`config.mk`:
```
export PLATFORM = sky130hd
export DESIGN_NAME = alu_sequencer_flat
export DESIGN_NICKNAME = d
export VERILOG_FILES = /design/src/rtl/alu_sequencer_if.sv /design/src/rtl/alu_sequencer.sv /design/src/flat_wrapper.sv
export SDC_FILE = /design/constraint.sdc
export NUM_CORES = 1
export LEC_CHECK = 0
export BUFFER_PORTS_ARGS = -buffer_cell sky130_fd_sc_hd__buf_2
export CAP_MARGIN = 5
export CORE_ASPECT_RATIO = 0.75
export CORE_MARGIN = 2
export CORE_UTILIZATION = 38
export DETAILED_ROUTE_END_ITERATION = 6
export PLACE_DENSITY = 0.72
export SLEW_MARGIN = 0
export SYNTH_ARGS = -nofsm -noshare
export SYNTH_HDL_FRONTEND = slang
export SYNTH_SLANG_ARGS = --single-unit
```
`constraint.sdc`:
```
create_clock -name clock -period 2.3 [get_ports clock]
set_input_delay 0.23 -clock clock [delete_from_list [all_inputs] [get_ports clock]]
set_output_delay 0.23 -clock clock [all_outputs]
set_load 0.02 [all_outputs]
```
`src/rtl/alu_sequencer_if.sv`:
```
// Request and writeback channels between the control unit and alu_sequencer.
// master = control unit / register-file side, slave = alu_sequencer.
interface alu_sequencer_if;
    logic       req_valid;
    logic       req_ready;
    logic [3:0] req_opcode;
    logic [7:0] req_op1;
    logic [7:0] req_op2;
    logic       req_bit;
    logic [7:0] psw_in;

    logic       wb_valid;
    logic [7:0] wb_acc;
    logic [7:0] wb_b;
    logic       wb_b_we;
    logic [7:0] wb_psw;
    logic       wb_psw_we;

    modport master (
        output req_valid, req_opcode, req_op1, req_op2, req_bit, psw_in,
        input  req_ready,
        input  wb_valid, wb_acc, wb_b, wb_b_we, wb_psw, wb_psw_we
    );

    modport slave (
        input  req_valid, req_opcode, req_op1, req_op2, req_bit, psw_in,
        output req_ready,
        output wb_valid, wb_acc, wb_b, wb_b_we, wb_psw, wb_psw_we
    );
endinterface

```
`src/rtl/alu_sequencer.sv`:
```
// Issue/writeback controller for alu_core: latches one request, holds the ALU
// inputs stable for the op's hold time, then returns ACC/B/PSW writeback data.
module alu_sequencer #(
    parameter int unsigned MULDIV_CYCLES = 4
) (
    input  logic           clock,
    input  logic           reset,
    alu_sequencer_if.slave bus,
    output logic [3:0]     alu_opcode,
    output logic [7:0]     alu_op1,
    output logic [7:0]     alu_op2,
    output logic           alu_carry_in,
    output logic           alu_aux_carry_in,
    output logic           alu_bit_in,
    input  logic [7:0]     alu_res1,
    input  logic [7:0]     alu_res2,
    input  logic           alu_carry,
    input  logic           alu_aux_carry,
    input  logic           alu_overflow,
    output logic           busy
);

    // ALU opcode encodings shared with alu_core
    localparam logic [3:0] ALU_ADD  = 4'd0;
    localparam logic [3:0] ALU_ADDC = 4'd1;
    localparam logic [3:0] ALU_SUBB = 4'd2;
    localparam logic [3:0] ALU_MUL  = 4'd5;
    localparam logic [3:0] ALU_DIV  = 4'd6;
    localparam logic [3:0] ALU_RRC  = 4'd11;
    localparam logic [3:0] ALU_RLC  = 4'd12;
    localparam logic [3:0] ALU_ORL  = 4'd13;
    localparam logic [3:0] ALU_ANL  = 4'd14;

    localparam int unsigned CNT_W = 4;

    typedef enum logic [2:0] {
        IDLE,
        ISSUE,
        WAIT,
        CAPTURE,
        DONE
    } state_t;

    state_t           state;
    logic [CNT_W-1:0] wait_cnt;
    logic [7:0]       psw_lat;
    logic             accept;
    logic             is_muldiv;
    logic [7:0]       psw_c;
    logic             psw_we_c;
    logic             b_we_c;

    assign bus.req_ready = (state == IDLE) || (state == DONE);
    assign accept        = bus.req_valid && bus.req_ready;
    assign is_muldiv     = (alu_opcode == ALU_MUL) || (alu_opcode == ALU_DIV);

    // Per-op PSW merge; parity (bit0) always comes from the latched PSW
    always_comb begin
        psw_c    = psw_lat;
        psw_we_c = 1'b0;
        b_we_c   = 1'b0;
        case (alu_opcode)
            ALU_ADD, ALU_ADDC, ALU_SUBB: begin
                psw_c[7] = alu_carry;
                psw_c[6] = alu_aux_carry;
                psw_c[2] = alu_overflow;
                psw_we_c = 1'b1;
            end
            ALU_MUL, ALU_DIV: begin
                psw_c[7] = 1'b0;
                psw_c[2] = alu_overflow;
                psw_we_c = 1'b1;
                b_we_c   = 1'b1;
            end
            ALU_RRC, ALU_RLC, ALU_ORL, ALU_ANL: begin
                psw_c[7] = alu_carry;
                psw_we_c = 1'b1;
            end
            default: ;
        endcase
    end

    always_ff @(posedge clock or posedge reset) begin
        if (reset) begin
            state            <= IDLE;
            wait_cnt         <= '0;
            psw_lat          <= '0;
            alu_opcode       <= '0;
            alu_op1          <= '0;
            alu_op2          <= '0;
            alu_carry_in     <= 1'b0;
            alu_aux_carry_in <= 1'b0;
            alu_bit_in       <= 1'b0;
            bus.wb_valid     <= 1'b0;
            bus.wb_acc       <= '0;
            bus.wb_b         <= '0;
            bus.wb_b_we      <= 1'b0;
            bus.wb_psw       <= '0;
            bus.wb_psw_we    <= 1'b0;
            busy             <= 1'b0;
        end else begin
            bus.wb_valid  <= 1'b0;
            bus.wb_b_we   <= 1'b0;
            bus.wb_psw_we <= 1'b0;

            case (state)
                IDLE: begin
                    if (accept) begin
                        state <= ISSUE;
                        busy  <= 1'b1;
                    end
                end
                ISSUE: begin
                    if (is_muldiv && (MULDIV_CYCLES > 1)) begin
                        wait_cnt <= CNT_W'(MULDIV_CYCLES - 1);
                        state    <= WAIT;
                    end else begin
                        state <= CAPTURE;
                    end
                end
                WAIT: begin
                    if (wait_cnt == CNT_W'(1)) begin
                        wait_cnt <= '0;
                        state    <= CAPTURE;
                    end else begin
                        wait_cnt <= wait_cnt - CNT_W'(1);
                    end
                end
                CAPTURE: begin
                    bus.wb_acc    <= alu_res1;
                    bus.wb_b      <= alu_res2;
                    bus.wb_psw    <= psw_c;
                    bus.wb_b_we   <= b_we_c;
                    bus.wb_psw_we <= psw_we_c;
                    bus.wb_valid  <= 1'b1;
                    state         <= DONE;
                end
                DONE: begin
                    if (accept) begin
                        state <= ISSUE;
                    end else begin
                        state <= IDLE;
                        busy  <= 1'b0;
                    end
                end
                default: begin
                    state <= IDLE;
                    busy  <= 1'b0;
                end
            endcase

            // Operands are taken only at the accept edge and then held
            if (accept) begin
                alu_opcode       <= bus.req_opcode;
                alu_op1          <= bus.req_op1;
                alu_op2          <= bus.req_op2;
                alu_carry_in     <= bus.psw_in[7];
                alu_aux_carry_in <= bus.psw_in[6];
                alu_bit_in       <= bus.req_bit;
                psw_lat          <= bus.psw_in;
            end
        end
    end

endmodule

```
`src/flat_wrapper.sv`:
```
// flat-port wrapper written by rule: the top's interface ports become plain ports
module alu_sequencer_flat 
#(
    parameter int unsigned MULDIV_CYCLES = 4
)
  (clock, reset, alu_opcode, alu_op1, alu_op2, alu_carry_in, alu_aux_carry_in, alu_bit_in, alu_res1, alu_res2, alu_carry, alu_aux_carry, alu_overflow, busy, bus_req_valid, bus_req_opcode, bus_req_op1, bus_req_op2, bus_req_bit, bus_psw_in, bus_req_ready, bus_wb_valid, bus_wb_acc, bus_wb_b, bus_wb_b_we, bus_wb_psw, bus_wb_psw_we);
  alu_sequencer_if bus_i ();
  input  logic clock;
  input  logic reset;
  output logic [3:0] alu_opcode;
  output logic [7:0] alu_op1;
  output logic [7:0] alu_op2;
  output logic alu_carry_in;
  output logic alu_aux_carry_in;
  output logic alu_bit_in;
  input  logic [7:0] alu_res1;
  input  logic [7:0] alu_res2;
  input  logic alu_carry;
  input  logic alu_aux_carry;
  input  logic alu_overflow;
  output logic busy;
  input wire logic [$bits(bus_i.req_valid)-1:0] bus_req_valid;
  input wire logic [$bits(bus_i.req_opcode)-1:0] bus_req_opcode;
  input wire logic [$bits(bus_i.req_op1)-1:0] bus_req_op1;
  input wire logic [$bits(bus_i.req_op2)-1:0] bus_req_op2;
  input wire logic [$bits(bus_i.req_bit)-1:0] bus_req_bit;
  input wire logic [$bits(bus_i.psw_in)-1:0] bus_psw_in;
  output wire logic [$bits(bus_i.req_ready)-1:0] bus_req_ready;
  output wire logic [$bits(bus_i.wb_valid)-1:0] bus_wb_valid;
  output wire logic [$bits(bus_i.wb_acc)-1:0] bus_wb_acc;
  output wire logic [$bits(bus_i.wb_b)-1:0] bus_wb_b;
  output wire logic [$bits(bus_i.wb_b_we)-1:0] bus_wb_b_we;
  output wire logic [$bits(bus_i.wb_psw)-1:0] bus_wb_psw;
  output wire logic [$bits(bus_i.wb_psw_we)-1:0] bus_wb_psw_we;
  assign bus_i.req_valid = bus_req_valid;
  assign bus_i.req_opcode = bus_req_opcode;
  assign bus_i.req_op1 = bus_req_op1;
  assign bus_i.req_op2 = bus_req_op2;
  assign bus_i.req_bit = bus_req_bit;
  assign bus_i.psw_in = bus_psw_in;
  assign bus_req_ready = bus_i.req_ready;
  assign bus_wb_valid = bus_i.wb_valid;
  assign bus_wb_acc = bus_i.wb_acc;
  assign bus_wb_b = bus_i.wb_b;
  assign bus_wb_b_we = bus_i.wb_b_we;
  assign bus_wb_psw = bus_i.wb_psw;
  assign bus_wb_psw_we = bus_i.wb_psw_we;
  alu_sequencer #(.MULDIV_CYCLES(MULDIV_CYCLES)) u_core (.clock(clock), .reset(reset), .bus(bus_i), .alu_opcode(alu_opcode), .alu_op1(alu_op1), .alu_op2(alu_op2), .alu_carry_in(alu_carry_in), .alu_aux_carry_in(alu_aux_carry_in), .alu_bit_in(alu_bit_in), .alu_res1(alu_res1), .alu_res2(alu_res2), .alu_carry(alu_carry), .alu_aux_carry(alu_aux_carry), .alu_overflow(alu_overflow), .busy(busy));
endmodule
```
After elaboration in Yosys (flattened, before gate mapping)

Cells that the tools add are included.

Add/subtract/negate cells: 1
Multipliers: 0
Div/mod/pow operators: 0
$lt $le $gt $ge: 0
Eq/ne operators: 17
Shift-type cells: 0
Multiplexer cells: 19
Bitwise gates (word level): 1
Reduce and logical (&&, ||, !) cells: 15

Operator list:

| cell                                                   | count |
|---|---|
| equality test 4 bit (second input constant)            | 4 |
| one-hot mux 3 bit (5 select lines)                     | 1 |
| 2-to-1 mux 1 bit                                       | 11 |
| OR reduction 9 bit                                     | 1 |
| equality test 4 x 1 -> 1 bit (second input constant)   | 2 |
| equality test 4 x 3 -> 1 bit (second input constant)   | 2 |
| 2-to-1 mux 4 bit                                       | 2 |
| one-hot mux 4 bit (2 select lines)                     | 1 |
| OR reduction 7 bit                                     | 1 |
| equality test 3 x 2 -> 1 bit (second input constant)   | 2 |
| 2-to-1 mux 3 bit                                       | 2 |
| inequality test 2 x 1 -> 1 bit (second input constant) | 3 |
| OR reduction 3 bit                                     | 2 |
| OR reduction 5 bit                                     | 1 |
| equality test 4 x 2 -> 1 bit (second input constant)   | 1 |
| zero test 4 bit                                        | 1 |
| AND reduction 2 bit                                    | 2 |
| subtractor 4 x 1 -> 4 bit (second input constant)      | 1 |
| equality test 3 x 1 -> 1 bit (second input constant)   | 1 |
| equality test 3 bit (second input constant)            | 1 |
| zero test 3 bit                                        | 1 |
| one-hot mux 1 bit (3 select lines)                     | 1 |
| AND reduction 3 bit                                    | 1 |
| logical OR 1 bit                                       | 2 |
| 6 further kinds                                        | 6 |

Bits in registers: 66
Bits in latches: 0
Memory bits (writable): 0
Memory bits (read-only): 0
Output and inout bits: 52
Logic and storage cells: 69
Memories: 0

Longest topological paths before layout

Gate-level depths: netlist of run 1.

Depth after elaboration: 5
Depth in mapped cells: 6
Depth with buffers taken out: 5

Least setup slack after synthesis of run 1

Ideal clock, no wire load.

Path kind: reg2reg
Start point: register u_core.state[0]
End point: register u_core.alu_bit_in
Arrival: 1.491 ns
Data required time: 2.175 ns
Setup slack: 0.684 ns
Cell stages (with the launch flop): 6
Clock period less this slack: 1.616 ns
Cells stage by stage: dfrtp_1 -> nor2_1 -> and2_1 -> buf_6 -> buf_6 -> mux2_4

Longest elaborated chain between the ends: 3
Elaborated cells on any way between the ends: 4

Ends and longest elaborated chain:

| what                                                   | RTL line             | text |
|---|---|---|
| start, declared                                        | alu_sequencer.sv:44  | `state_t state;` |
| start signal, assigned                                 | alu_sequencer.sv:85  | `state <= IDLE;` |
| start signal, assigned                                 | alu_sequencer.sv:109 | `state <= ISSUE;` |
| start signal, assigned                                 | alu_sequencer.sv:116 | `state <= WAIT;` |
| equality test 3 bit or zero test 3 bit (tied branches) | alu_sequencer.sv:53  | `assign bus.req_ready = (state == IDLE) \|\| (state == DONE);` |
| logical OR 1 bit *                                     | alu_sequencer.sv:53  |  |
| via bus_req_ready                                      | flat_wrapper.sv:28   | `output wire logic [$bits(bus_i.req_ready)-1:0] bus_req_ready;` |
| logical AND 1 bit *                                    | alu_sequencer.sv:54  | `assign accept = bus.req_valid && bus.req_ready;` |
| end signal, assigned                                   | alu_sequencer.sv:159 | `alu_bit_in <= bus.req_bit;` |
| end, declared                                          | alu_sequencer.sv:14  | `output logic alu_bit_in,` |

Mark *: on every way through the listed nets, which the timed path passes. The rest lies on a longest branch.
A chain may end at the register's enable or synchronous reset.

Final worst setup path of run 1

Start point: register u_core.state[0]
End point: register u_core.alu_op1[4]

Longest elaborated chain between the ends: 3
Elaborated cells on any way between the ends: 4

Ends and longest elaborated chain:

| what                                                   | RTL line             | text |
|---|---|---|
| equality test 3 bit or zero test 3 bit (tied branches) | alu_sequencer.sv:53  |  |
| logical OR 1 bit *                                     | alu_sequencer.sv:53  |  |
| logical AND 1 bit *                                    | alu_sequencer.sv:54  |  |
| end signal, assigned                                   | alu_sequencer.sv:155 | `alu_op1 <= bus.req_op1;` |
| end, declared                                          | alu_sequencer.sv:10  | `output logic [7:0] alu_op1,` |

Every way passes the cells marked *; elsewhere a longest branch is shown, timed or not.

==> results of run 1 <==
## power groups by stage
stage	registers, mW	clock network [mW]	logic [mW]
detailed placement	2.07	0	2.55
CTS	2.06	1.14	2.55
global placement	2.06	0	2.48
floorplan	2.56	0	1.27
global route	2.15	1.18	2.75
finish	2.07	1.10	2.52
## through the flow
| step | total power, mW | instance area [um2] | setup WS (ns) |
|---|---|---|---|
| 3_5_place_dp | 4.62 | 3310 | 0.591 |
| 3_3_place_gp | 4.53 | 3310 | 0.623 |
| 5_1_grt | 6.09 | 3540 | 0.494 |
| 6_report | 5.68 | 3540 | 0.606 |
| 4_1_cts | 5.75 | 3540 | 0.589 |
| 2_1_floorplan | 3.83 | 2700 | 0.472 |
## worst max-delay path, cell delays in order (launching register included)
cell                      delay [ns]
sky130_fd_sc_hd__dfrtp_1        0.43
sky130_fd_sc_hd__nor2_1         0.13
sky130_fd_sc_hd__and2_2         0.44
sky130_fd_sc_hd__buf_4          0.27
sky130_fd_sc_hd__mux2_4         0.31
## worst max-delay path by stage
stage | endpoint | cells past startpoint
6_report | u_core.alu_op1[4]$_DFFE_PP0P_ | 4
5_1_grt | u_core.alu_op1[0]$_DFFE_PP0P_ | 4
4_1_cts | u_core.alu_op1[0]$_DFFE_PP0P_ | 4
3_5_place_dp | u_core.alu_op1[3]$_DFFE_PP0P_ | 4
3_3_place_gp | u_core.alu_op1[4]$_DFFE_PP0P_ | 4
2_1_floorplan | u_core.alu_bit_in$_DFFE_PP0P_ | 1
## state kept, by name (all words and copies together), names as in the netlist
signal,count
u_core.alu_bit_in,1
u_core.alu_carry_in,1
u_core.alu_op1,8
u_core.alu_op2,8
u_core.alu_opcode,4
u_core.bus.wb_acc,8
u_core.bus.wb_b,8
u_core.bus.wb_b_we,1
u_core.bus.wb_psw,8
u_core.bus.wb_psw_we,1
u_core.bus.wb_valid,1
u_core.busy,1
u_core.psw_lat,7
u_core.state,3
u_core.wait_cnt,4
## routing by layer
| layer | vias up | track usage | wire, um |
|---|---|---|---|
| met5 | - | 0 | 0 |
| met4 | 0 | 0.0554 | 14 |
| met3 | 2 | 0.0492 | 375 |
| met2 | 62 | 0.247 | 2710 |
| met1 | 943 | 0.213 | 2800 |
| li1 | 965 | - | - |
## placed cells by master (no fill, tap or decap), types with 2 or more instances in the layout
cell	n
sky130_fd_sc_hd__buf_4	3
sky130_fd_sc_hd__nor3_1	2
sky130_fd_sc_hd__a21oi_1	7
sky130_fd_sc_hd__buf_12	2
sky130_fd_sc_hd__nand2_1	69
sky130_fd_sc_hd__clkbuf_8	11
sky130_fd_sc_hd__mux2i_1	2
sky130_fd_sc_hd__inv_1	4
sky130_fd_sc_hd__mux2_4	28
sky130_fd_sc_hd__dfrtp_1	64
sky130_fd_sc_hd__ha_1	2
sky130_fd_sc_hd__nand3b_1	2
sky130_fd_sc_hd__nand2b_1	2
sky130_fd_sc_hd__o21ai_0	5
sky130_fd_sc_hd__bufinv_16	2
sky130_fd_sc_hd__nor2_1	8
sky130_fd_sc_hd__buf_2	102
## final cells by class
| class | instances | share of cell area |
|---|---|---|
| well taps | 84 | 0.0297 |
| flip-flops and latches | 64 | 0.452 |
| clock buffers | 12 | 0.0438 |
| multi-input cells | 148 | 0.286 |
| clock inverters | 4 | 0.0215 |
| inverters | 5 | 0.00529 |
| repair buffers | 107 | 0.162 |
## cells by family after synthesis
logic type	Yosys count
AND/OR/NAND/NOR	93
XOR/XNOR	1
flip-flops	64
multiplexers	31
AO/OA/AOI/OAI	21
buffers and inverters	14
adder cells (fa/ha/maj)	2
==> metrics.md, run 1 <==
| Metric | Value |
|---|---|
| Count of routing violations after the opening detailed-route iteration | between 50 and 60 |
| Worst hold slack | 0.0181 ns |
| Cell Int Power | ~3.5 mW |
| Flip-flop and latch area | approximately 1600 um2 |
| Layout area overhead | 31.3% |
| GRT Total Usage | 0.160 |
| Post-synthesis sequential area ratio | 0.593 |
| Layout Skew | 0.00972 ns |
| Area of combinational cells with multiple inputs | approximately 1000 um2 |
| Type of element launching the critical path | register |
| Period utilisation layout | 0.737 |
| Cell variety after synth | 36 |
| Library cell with the highest instance count after synthesis | sky130_fd_sc_hd__nand2_1 |
| Height of the chip | between 70 and 80 um |
| Number of enable flip-flop cells after synthesis | 0 |
| Switch share | 0.389 |
| Dominant synthesized flop cell | sky130_fd_sc_hd__dfrtp_1 |
| Final HPWL DP | between 4000 and 5000 um |
| Vias in the first global route | between 2000 and 2500 |
| Max Cap Viol | 0 |
| Synth area leader | sky130_fd_sc_hd__dfrtp_1 |
| Max clock buf depth | 2 |
| Reg2Reg Depth | 4 |
| Highest clock frequency the design can meet | slightly below 600 MHz |
| Net count after synthesis | 279 |
| Gr ovfl total | 0 |
| Total power density per cell area | between 1500 and 2000 nW/um2 |
| Worst hold path class | in2async |
| Antenna diode instance count | 0 |
| Critical Path End Type | register |
| Clock tree from TritonCTS | yes |
| Number of detailed-route iterations in the first pass | 4 |
| Largest net degree at the start of global routing | 35 |
| Post-synthesis register bit count | 64 |
| Post-Syn Area per Cell | about 12 um2 |
| Final core utilization | 0.519 |
| Post-synthesis async set-or-reset flop share | 1.00 |
| Leakage power total | approximately 1.9 nW |
| Final setup violation count | 0 |
| H-tree depth | 3 |
| Antenna violations before repair | 0 |
| Arrival time worst endpoint | between 1.5 and 2 ns |
| Combinational family with the most area after synthesis | multiplexers |
| Post-Synth Simple-Gate Area | 0.147 |
| Area share of the largest cell type after synthesis | 0.593 |
| Power share of the clock group | 0.193 |
| Top cell types by occurrence after synthesis | sky130_fd_sc_hd__nand2_1 (69), sky130_fd_sc_hd__dfrtp_1 (64), sky130_fd_sc_hd__mux2_4 (28) |
| Result of the run | complete, no violations |
| Summed instance area of the synthesized netlist | about 2700 um2 |
| Post-route antenna net violation count | 0 |
| Clock network latency to the later pin of the worst-skew pair | ~0.33 ns |
| Number of sinks driven by the clock tree | 64 |
| Final non-filler cell total | roughly 420 |
| Capture point of the worst reg-to-reg path | u_core.alu_op1[4]$_DFFE_PP0P_ |
| FF-to-FF setup slack | a little over 0.6 ns |
| Final Wtd Congestion | between 0.7 and 0.8 |
| Number of clock buffers inserted by TritonCTS | 9 |
| Reg2Reg Launch Point | u_core.state[0]$_DFFE_PP0P_ |
| Final Hold Fails | 0 |
| Placed cells | between 400 and 500 |
| Compound-Gate Fraction of Synth Area | 0.0487 |
| Share of the synthesized netlist area taken by xor and xnor gates | 0.00325 |
| Worst slew margin | 0.513 |
| Period minus WS final | ~1.7 ns |
| Row Count | 26 |
| Combinational share of power | 0.443 |
| Die footprint | around 7800 um2 |
| Drt via density | 4.65 |
| Core area | about 6800 um2 |
| Wire length of the first global-routing pass | between 9000 and 10000 um |
| CTS Hold Buffers Added | 0 |
| Adder-Cell Fraction of Synth Area | 0.00927 |
| Number of remaining DRC errors | 0 |
| Data required time at the worst endpoint | roughly 2.5 ns |
| Count of input and output buffers | 102 |
| Mux cell area share after synthesis | 0.167 |
| Setup repair after global routing missed its margin | no |
| Clock slew at the register clock pins of the worst setup and hold paths | 0.07 ns |
| Ports placed on the boundary | roughly 100 |
| Net switching component of the power | 2.21 mW |
| Sequential fraction of design power | 0.363 |
| Number of nets in the finished design | about 390 |
| Quantity of gates resized following cts | 0 |
| Starting utilization of the core area | 0.395 |
| Peak fanout along the critical path | 14 |
| IR Drop Worst-Case VDD | ~0.63 mV |
| YS warnings | 0 |
| Post-detailed-route wirelength per cell | 13.9 um |
| Proportion of layout cells with a drive suffix above 1 | 0.462 |
| Die Wd | approximately 100 um |
| Number of setup buffers added after CTS | 0 |
| Vias | just under 2000 |
| Fill count | about 600 |
| Total wire length | between 5000 and 6000 um |
| Leading cell types by total area after synthesis | sky130_fd_sc_hd__dfrtp_1 (59%), sky130_fd_sc_hd__mux2_4 (16%), sky130_fd_sc_hd__nand2_1 (9.6%), sky130_fd_sc_hd__buf_6 (1.7%), sky130_fd_sc_hd__a21oi_1 (1.3%) |
| Critical Path Source | u_core.state[0]$_DFFE_PP0P_ |
| Clk root buf | sky130_fd_sc_hd__clkbuf_8 |
| Max-slew violations | 0 |
| Cells after synthesis | between 200 and 250 |
| Setup TNS | 0 ns |
| Class of the most critical setup path | reg2reg |
| Worst Tran Pin Value | ~0.73 ns |
(Power assumes the default switching activity.)
==> run 2, diff against run 1 <==
Settings changed: PLACE_DENSITY 0.72 to 0.74.
Clock period 2.3 ns to 1.5 ns, I/O delays scaled along.
==> run 2 against run 1 <==
Final area is 3.8% higher. Die area unchanged. Clock power increased by 49%. Fmax rose by 18%. Register-to-register slack worse by 0.54 ns. Critical path depth unchanged. Largest cell class unchanged. Largest power group unchanged.
==> metrics.md, run 2 (same netlist as run 1, synthesis figures left out) <==
| Metric | Value |
|---|---|
| Final Wtd Congestion | 0.748 (-4.9%) |
| Critical Path End Type | register |
| Vias | 2013 (+2.1%) |
| Clk root buf | sky130_fd_sc_hd__clkbuf_8 |
| Antenna violations before repair | 0 (unchanged) |
| Proportion of layout cells with a drive suffix above 1 | 0.455 (-0.00722) |
| Result of the run | complete, no violations |
| Die footprint | 7800 um2 (unchanged) |
| Antenna diode instance count | 0 (unchanged) |
| Number of nets in the finished design | 401 (+3.4%) |
| Period utilisation layout | 0.954 (+0.218) |
| Leading cell type in the layout, fill and taps excluded | sky130_fd_sc_hd__buf_2 |
| Max clock buf depth | 2 (unchanged) |
| Final HPWL DP | 4150 um (-0.15%) |
| Max-slew violations | 0 (unchanged) |
| Clock tree from TritonCTS | yes |
| Commonest non-fill, non-tap cells in the layout | sky130_fd_sc_hd__buf_2 (102), sky130_fd_sc_hd__nand2_1 (69), sky130_fd_sc_hd__dfrtp_1 (64) |
| Ports placed on the boundary | 103 (unchanged) |
| Final Hold Fails | 0 (unchanged) |
| Setup repair after global routing missed its margin | yes |
| Data required time at the worst endpoint | 1.74 ns (-0.78 ns) |
| Arrival time worst endpoint | 1.67 ns (-0.24 ns) |
| Height of the chip | 77.0 um (unchanged) |
| Row Count | 26 (unchanged) |
| Gr ovfl total | 0 (unchanged) |
| H-tree depth | 3 (unchanged) |
| Number of detailed-route iterations in the first pass | 4 (unchanged) |
| IR Drop Worst-Case VDD | 1.21 mV (+91%) |
| Final non-filler cell total | 436 (+2.8%) |
| Count of routing violations after the opening detailed-route iteration | 50 (-11%) |
| Wire length of the first global-routing pass | 9800 um (+0.85%) |
| Number of clock buffers inserted by TritonCTS | 9 (unchanged) |
| Post-detailed-route wirelength per cell | 13.8 um (-0.48%) |
| Hold path depth | 3 |
| GRT Total Usage | 0.163 (+0.00335) |
| Vias in the first global route | 2031 (+0.099%) |
| Starting utilization of the core area | 0.395 (unchanged) |
| Worst hold path class | in2reg |
| Total power density per cell area | 2390 nW/um2 (+49%) |
| Peak fanout along the critical path | 6 (-8) |
| Period minus WS final | 1.43 ns (-0.263 ns) |
| Max Cap Viol | 0 (unchanged) |
| Type of element launching the critical path | register |
| Layout Skew | 0.00758 ns (-0.00214 ns) |
| Leakage power total | 1.95 nW (+3.0%) |
| Placed cells | 411 (+0.74%) |
| Reg2Reg Depth | 4 (unchanged) |
| Drt via density | 4.62 (-0.73%) |
| Number of remaining DRC errors | 0 (unchanged) |
| Clock slew at the register clock pins of the worst setup and hold paths | 0.07 ns (about the same) |
| Final setup violation count | 0 (unchanged) |
| Core area | 6830 um2 (unchanged) |
| Post-route antenna net violation count | 0 (unchanged) |
| Number of sinks driven by the clock tree | 64 (unchanged) |
| Fill count | 600 (-2.1%) |
| Number of setup buffers added after CTS | 0 (unchanged) |
| Largest net degree at the start of global routing | 65 (+86%) |
| Highest clock frequency the design can meet | 699 MHz (+18%) |
| Total wire length | 6040 um (+2.3%) |
| Count of input and output buffers | 102 (unchanged) |
| Layout area overhead | 36.3% |
| Die Wd | 101 um (unchanged) |
| Worst slew margin | 0.770 (+0.257) |
| Class of the most critical setup path | reg2reg |
| Worst Tran Pin Value | 0.345 ns (-0.384 ns) |
| Post-layout total power | 8.80 mW (+55%) |
| Clock network latency to the later pin of the worst-skew pair | 0.33 ns (about the same) |
-- run 2: final timing paths --
kind / startpoint / end / slack (ns)
min in group asynchronous: reset / u_core.alu_op1[0]$_DFFE_PP0P_ / 0.45
setup / recovery: u_core.state[1]$_DFFE_PP0P_ / u_core.wait_cnt[3]$_DFFE_PP0P_ / 0.07
hold reg to reg: u_core.psw_lat[1]$_DFFE_PP0P_ / u_core.bus.wb_psw[1]$_DFFE_PP0P_ / 0.48
max in group asynchronous: reset / u_core.bus.wb_psw[2]$_DFFE_PP0P_ / 0.76
setup reg to reg: u_core.state[1]$_DFFE_PP0P_ / u_core.wait_cnt[3]$_DFFE_PP0P_ / 0.07
hold / removal: alu_res2[0] / u_core.bus.wb_b[0]$_DFFE_PP0P_ / 0.01
-- run 2: per-layer routing --
layer | track usage | vias up | share of wire
met5 | 0 | - | 0
li1 | - | 990 | -
met1 | 0.203 | 959 | 0.46
met4 | 0.0324 | 0 | 0.0075
met3 | 0.0629 | 5 | 0.057
met2 | 0.271 | 59 | 0.48
-- run 2: repair_timing --
action	CTS	global route
resized for setup	0	0
endpoints found under the hold margin	73	0
hold buffers	10	0
endpoints found under the setup margin	0	1
-- run 2: critical path, cell delays in order (launching register included) --
cell and delay, ns:
sky130_fd_sc_hd__dfrtp_1 0.46, sky130_fd_sc_hd__or3b_4 0.44, sky130_fd_sc_hd__a21oi_2 0.19, sky130_fd_sc_hd__a21oi_1 0.09, sky130_fd_sc_hd__a31oi_1 0.16
-- run 2: metrics by stage --
stage / setup slack (ns) / area, um2 / utilization / TNS, ns / hold WS [ns]
floorplan: 0.0485 / 2710 / - / 0 / 0.255
global placement: 0.124 / 3360 / 0.492 / 0 / 0.266
detailed placement: 0.0644 / 3360 / 0.492 / 0 / 0.274
CTS: 0.0591 / 3680 / 0.539 / 0 / 0.00167
global route: -0.00102 / 3680 / 0.539 / -0.00102 / 0.0105
finish: 0.0686 / 3680 / 0.539 / 0 / 0.0125
-- run 2: power by group --
part | internal (mW) | total (mW) | switching, mW
clock | 1.02 | 1.64 | 0.626
sequential | 2.58 | 3.15 | 0.569
combinational | 1.81 | 4.01 | 2.19
-- run 2: layout make-up --
| class | instances | area, um2 | share of cell area |
|---|---|---|---|
| inverter | 5 | 22.5 | 0.00612 |
| clock inverter | 3 | 65.1 | 0.0177 |
| tap | 84 | 105 | 0.0286 |
| sequential | 64 | 1600 | 0.435 |
| multi-input combinational | 148 | 1020 | 0.278 |
| clock buffer | 12 | 155 | 0.0422 |
| timing repair buffer | 120 | 708 | 0.192 |
